**src/rtl/wave_pkg.sv**
```systemverilog
// Shared shape codes and scale constants for the waveform sample generator
// and its quarter-wave sine ROM.
package wave_pkg;

  typedef enum logic [1:0] {
    SHAPE_SINE   = 2'b00,
    SHAPE_SQUARE = 2'b01,
    SHAPE_TRI    = 2'b10,
    SHAPE_SAW    = 2'b11
  } shape_e;

  localparam logic [7:0]  MID_SCALE = 8'h80;
  localparam logic [7:0]  PHASE_MAX = 8'd255;
  localparam int unsigned LUT_LAST  = 64;

endpackage

```
**src/rtl/sine_quarter_lut.sv**
```systemverilog
// Quarter-wave sine ROM: idx 0..64 -> round(128 + 127*sin(pi*idx/128)).
// Indices above 64 are never addressed and return mid-scale.
module sine_quarter_lut
  import wave_pkg::*;
(
  input  logic [6:0] idx,
  output logic [7:0] val
);

  always_comb begin
    val = MID_SCALE;
    case (idx)
      7'd0:    val = 8'd128;
      7'd1:    val = 8'd131;
      7'd2:    val = 8'd134;
      7'd3:    val = 8'd137;
      7'd4:    val = 8'd140;
      7'd5:    val = 8'd144;
      7'd6:    val = 8'd147;
      7'd7:    val = 8'd150;
      7'd8:    val = 8'd153;
      7'd9:    val = 8'd156;
      7'd10:   val = 8'd159;
      7'd11:   val = 8'd162;
      7'd12:   val = 8'd165;
      7'd13:   val = 8'd168;
      7'd14:   val = 8'd171;
      7'd15:   val = 8'd174;
      7'd16:   val = 8'd177;
      7'd17:   val = 8'd179;
      7'd18:   val = 8'd182;
      7'd19:   val = 8'd185;
      7'd20:   val = 8'd188;
      7'd21:   val = 8'd191;
      7'd22:   val = 8'd193;
      7'd23:   val = 8'd196;
      7'd24:   val = 8'd199;
      7'd25:   val = 8'd201;
      7'd26:   val = 8'd204;
      7'd27:   val = 8'd206;
      7'd28:   val = 8'd209;
      7'd29:   val = 8'd211;
      7'd30:   val = 8'd213;
      7'd31:   val = 8'd216;
      7'd32:   val = 8'd218;
      7'd33:   val = 8'd220;
      7'd34:   val = 8'd222;
      7'd35:   val = 8'd224;
      7'd36:   val = 8'd226;
      7'd37:   val = 8'd228;
      7'd38:   val = 8'd230;
      7'd39:   val = 8'd232;
      7'd40:   val = 8'd234;
      7'd41:   val = 8'd235;
      7'd42:   val = 8'd237;
      7'd43:   val = 8'd239;
      7'd44:   val = 8'd240;
      7'd45:   val = 8'd241;
      7'd46:   val = 8'd243;
      7'd47:   val = 8'd244;
      7'd48:   val = 8'd245;
      7'd49:   val = 8'd246;
      7'd50:   val = 8'd248;
      7'd51:   val = 8'd249;
      7'd52:   val = 8'd250;
      7'd53:   val = 8'd250;
      7'd54:   val = 8'd251;
      7'd55:   val = 8'd252;
      7'd56:   val = 8'd253;
      7'd57:   val = 8'd253;
      7'd58:   val = 8'd254;
      7'd59:   val = 8'd254;
      7'd60:   val = 8'd254;
      7'd61:   val = 8'd255;
      7'd62:   val = 8'd255;
      7'd63:   val = 8'd255;
      7'd64:   val = 8'd255;
      default: val = MID_SCALE;
    endcase
  end

endmodule

```
**src/rtl/wave_sample_gen.sv**
```systemverilog
// Waveform sample generator: one attenuated sample per falling edge of dbClock.
// Optional macro WAVE_PHASE_STEP_EN adds a Step input setting the phase increment.
module wave_sample_gen
  import wave_pkg::*;
#(
  parameter int unsigned PHASE_W = 8,
  parameter logic [7:0]  MID     = MID_SCALE
) (
  input  logic       Clk,
  input  logic       Rst,
  input  logic       dbClock,
`ifdef WAVE_PHASE_STEP_EN
  input  logic [3:0] Step,
`endif
  input  logic [1:0] Shape,
  input  logic [1:0] Amp,
  output logic [7:0] DB,
  output logic       Valid,
  output logic       Wrap
);

  generate
    if (PHASE_W != 8) begin : g_bad_phase_w
      $error("wave_sample_gen: the sine ROM only supports PHASE_W = 8");
    end
  endgenerate

  logic              db_q, db_d;
  logic [7:0]        phase_q, phase_d;
  shape_e            shape_q, shape_d;
  logic [7:0]        dbus_q, dbus_d;
  logic              valid_q, valid_d;
  logic              wrap_q, wrap_d;

  logic              fall;
  logic [3:0]        step;
  logic [8:0]        phase_sum;
  logic [6:0]        lut_idx;
  logic [7:0]        lut_val;
  logic [7:0]        raw;
  logic signed [8:0] centred;
  logic signed [8:0] scaled;
  logic [7:0]        sample;

`ifdef WAVE_PHASE_STEP_EN
  assign step = Step;
`else
  assign step = 4'd1;
`endif

  assign fall      = db_q & ~dbClock;
  assign phase_sum = {1'b0, phase_q} + {5'd0, step};

  // Second quarter reads the table backwards so only 0..90 degrees is stored.
  always_comb begin
    lut_idx = {1'b0, phase_q[5:0]};
    if (phase_q[6]) begin
      lut_idx = 7'd64 - {1'b0, phase_q[5:0]};
    end
  end

  sine_quarter_lut u_sine_lut (
    .idx (lut_idx),
    .val (lut_val)
  );

  always_comb begin
    raw = phase_q;
    case (shape_q)
      SHAPE_SINE:   raw = phase_q[7] ? (8'd0 - lut_val) : lut_val;
      SHAPE_SQUARE: raw = phase_q[7] ? 8'h00 : 8'hFF;
      SHAPE_TRI:    raw = phase_q[7] ? ~{phase_q[6:0], 1'b0} : {phase_q[6:0], 1'b0};
      SHAPE_SAW:    raw = phase_q;
      default:      raw = phase_q;
    endcase
  end

  // Attenuate about mid-scale; |scaled| <= 128 so the 8-bit result never wraps.
  assign centred = $signed({1'b0, raw}) - $signed({1'b0, MID});
  assign scaled  = centred >>> Amp;
  assign sample  = 8'(scaled) + MID;

  always_comb begin
    db_d    = dbClock;
    phase_d = phase_q;
    shape_d = shape_q;
    dbus_d  = dbus_q;
    valid_d = 1'b0;
    wrap_d  = 1'b0;
    if (fall) begin
      dbus_d  = sample;
      phase_d = phase_sum[7:0];
      valid_d = 1'b1;
      wrap_d  = phase_sum[8];
      // The wrapping sample still uses the old shape; the new one starts at the next period.
      if (phase_sum[8]) begin
        shape_d = shape_e'(Shape);
      end
    end
  end

  always_ff @(posedge Clk or negedge Rst) begin
    if (!Rst) begin
      db_q    <= 1'b1;
      phase_q <= 8'd0;
      shape_q <= SHAPE_SINE;
      dbus_q  <= MID;
      valid_q <= 1'b0;
      wrap_q  <= 1'b0;
    end else begin
      db_q    <= db_d;
      phase_q <= phase_d;
      shape_q <= shape_d;
      dbus_q  <= dbus_d;
      valid_q <= valid_d;
      wrap_q  <= wrap_d;
    end
  end

  assign DB    = dbus_q;
  assign Valid = valid_q;
  assign Wrap  = wrap_q;

endmodule

```
**config.mk**
```make
export PLATFORM = sky130hd
export DESIGN_NAME = wave_sample_gen
export DESIGN_NICKNAME = d
export VERILOG_FILES = /design/src/rtl/wave_pkg.sv /design/src/rtl/sine_quarter_lut.sv /design/src/rtl/wave_sample_gen.sv
export SDC_FILE = /design/constraint.sdc
export NUM_CORES = 1
export LEC_CHECK = 0
export ABC_AREA = 1
export BUFFER_PORTS_ARGS = -buffer_cell sky130_fd_sc_hd__buf_4
export CELL_PAD_IN_SITES_DETAIL_PLACEMENT = 0
export CELL_PAD_IN_SITES_GLOBAL_PLACEMENT = 1
export CORE_MARGIN = 8
export CORE_UTILIZATION = 39
export CTS_CLUSTER_DIAMETER = 150
export DETAILED_ROUTE_END_ITERATION = 16
export PLACE_DENSITY = 0.76
export SYNTH_ARGS = -nofsm -noshare
export SYNTH_HDL_FRONTEND = slang
export SYNTH_SLANG_ARGS = --single-unit
```
**constraint.sdc**
```tcl
create_clock -name Clk -period 3.03 [get_ports Clk]
set_input_delay 0.606 -clock Clk [delete_from_list [all_inputs] [get_ports Clk]]
set_output_delay 0.606 -clock Clk [all_outputs]
set_load 0.005 [all_outputs]
```
==> reports/qor.csv <==
metric;value;unit
status;complete, no violations;
grt_pass1_vias;2286;
crit_type;flop to flop;
ys_seq_area_share;23.1;%
synth.distinct_cells;36;
worst_setup_path_start_kind;flop;
ys_seq_elements;21;
drtIter0Drc;113;
numCtsBuffers;3;
critPathArrivalTime;3.01;ns
timing.hold.ws;0.213;ns
netlist_area;2290;um2
reg2reg_to;DB[6];
globalRouteTotalUtil;14.7;%
worstSkewPairLatency;0.26;ns
yosysMostFrequentCell;nand2_1;
synth_edf_count;0;
portBuffers;16;
chipWidth;92.6;um
synthTopCellsByCount;111 x nand2_1, 55 x nand3_1, 27 x inv_1;
syn_area_per_cell;6.54;um2
core-area;5780;um2
drive_above_1_share;26.9;%
slew_headroom;48.7;%
cp_max_fo;6;
synthToLayoutAreaGrowth;18.5;%
clockRootBuffer;clkbuf_8;
wl_per_cell;13.8;um
diodes;0;
final_antenna_net_count;0;
synth_flop_cell;dfrtp_1;
std_cell_rows;28;
synthArstFlopShare;100;%
max-clock-path-buffers;2;
htree_num_levels;1;
grt_max_degree;22;
yosysTopAreaCell;dfrtp_1;
clock_sinks;21;
antenna_found_initial;0;
regToRegSetupSlack;0.22;ns
cts_tree;yes;
gp_congestion;0.898;
fin_worst_skew;0.00858;ns
synth.area.top_cells;dfrtp_1 21%, nand2_1 18%, nand3_1 12%;
first_pass_iters;4;
initial_utilization;39.6;%
synth_top_area_share;20.8;%
tightest_slew;0.763;ns
routed_via_density;5.31;
ios;17;
r2r_start;phase_q[0];
placedInstanceArea;2470;um2
synthCells;350;
required;3.23;ns
min_path_type;input port to asynchronous set/reset pin;
cap_violations;0;
fin_nets;391;
hpwl;4610;um
rsz0062_at_grt;yes;
ys_warn_count;0;
reg2reg_depth;27;
vias;2373;
timing.fmax;355;MHz
finalHoldViolations;0;
drc;0;
syn_nets;368;
fin_area;2710;um2
grt_overflow;0;
finalWirelength;6150;um
min_period_over_period;92.9;%
setup.worst_path.end_class;flop;
final_util;46.9;%
die_h;92.6;um
setup_violations;0;
fin_crit;2.81;ns
fin_tns_setup;0;ns
clkTransAtPathRegs;0.08;ns
drv_slew;0;
grt_pass1_wl;10700;um
die_area;8580;um2
-- per-stage QoR --
step | instances | worst slack [ns]
after floorplan | 350 | 0.0699
after global placement | 438 | -0.00441
after detailed placement | 438 | 0.0102
after CTS | 442 | 0.0279
after global routing | 447 | -0.0325
final | 447 | 0.215
-- kinds of logic after synthesis --
group	count (synthesis)	share of synthesized area (%)
DFF	21	23.1
and+or+nand+nor	224	46.7
AOI/OAI and AO/OA	40	10.8
buffers and inverters	43	9.29
adders and majority gates	11	6.01
xor gates and xnor gates	11	4.21
-- how the worst max path moves through the flow --
stage,endpoint,start
global route,DB[6],phase_q[0]
detailed placement,DB[3],phase_q[0]
global placement,DB[1],phase_q[0]
finish,DB[6],phase_q[0]
floorplan,DB[1],phase_q[0]
CTS,DB[3],phase_q[0]
-- per-layer routing --
metal  global-route usage (%)  vias up  wire length, um
li1                         -     1212                -
met4                     5.23        0               66
met5                        0        -                0
met3                     1.70       10              253
met2                     25.6       56             2960
met1                     18.4     1095             2870
-- sequential cells by signal, summed over array words and instances (netlist names) --
| name | count |
|---|---|
| Wrap | 1 |
| DB | 8 |
| shape_q | 2 |
| phase_q | 8 |
| Valid | 1 |
| db_q | 1 |
-- cell usage in the layout (no fill, tap or decap), drive strengths merged --
cell / count
nand3: 63
dfrtp: 19
o211ai: 5
nand3b: 3
buf: 27
o21ai: 15
a21boi: 1
a21oi: 10
ha: 11
nor3: 3
dfstp: 2
clkinv: 2
clkbuf: 3
nand2: 124
xor2: 11
inv: 33
a221oi: 6
a31oi: 2
nand4: 3
nor2: 26
a21o: 1
nor4: 2
-- layout make-up --
| class | instances | area, um2 |
|---|---|---|
| inverter | 34 | 138 |
| clock buffer | 3 | 41.3 |
| sequential | 21 | 529 |
| tap | 75 | 93.8 |
| fill | 626 | 3070 |
| multi-input combinational | 286 | 1700 |
| clock inverter | 1 | 5.00 |
| timing repair buffer | 27 | 203 |
-- worst max-delay path: stages (launching register included) --
cell and delay [ns]:
dfrtp_1 0.39, inv_4 0.05, ha_4 0.26, inv_2 0.03, nand2_2 0.06, o21ai_4 0.11
ha_4 0.30, inv_4 0.04, nand2_4 0.06, nand2_2 0.05, nand2_2 0.05, nand2_1 0.05
nand2_1 0.05, nand2_1 0.05, nand2_1 0.06, nand3_2 0.08, inv_2 0.09, ha_4 0.13
inv_2 0.03, a21oi_2 0.11, nand3_1 0.10, nand2_1 0.08, nand2_1 0.08, nand3_2 0.08
nand3_2 0.07, nand2_2 0.09, nand2_2 0.06, a21oi_2 0.13
-- repair_timing --
item	in CTS	in global routing
gates resized for setup	1	41
setup endpoints to repair	3	7
buffers inserted	0	5
pin swaps	0	15
hold buffers	0	0
Power is left out: the tool's default activity adds up to more than one toggle a clock period on the data nets, which glitch-free logic cannot reach.
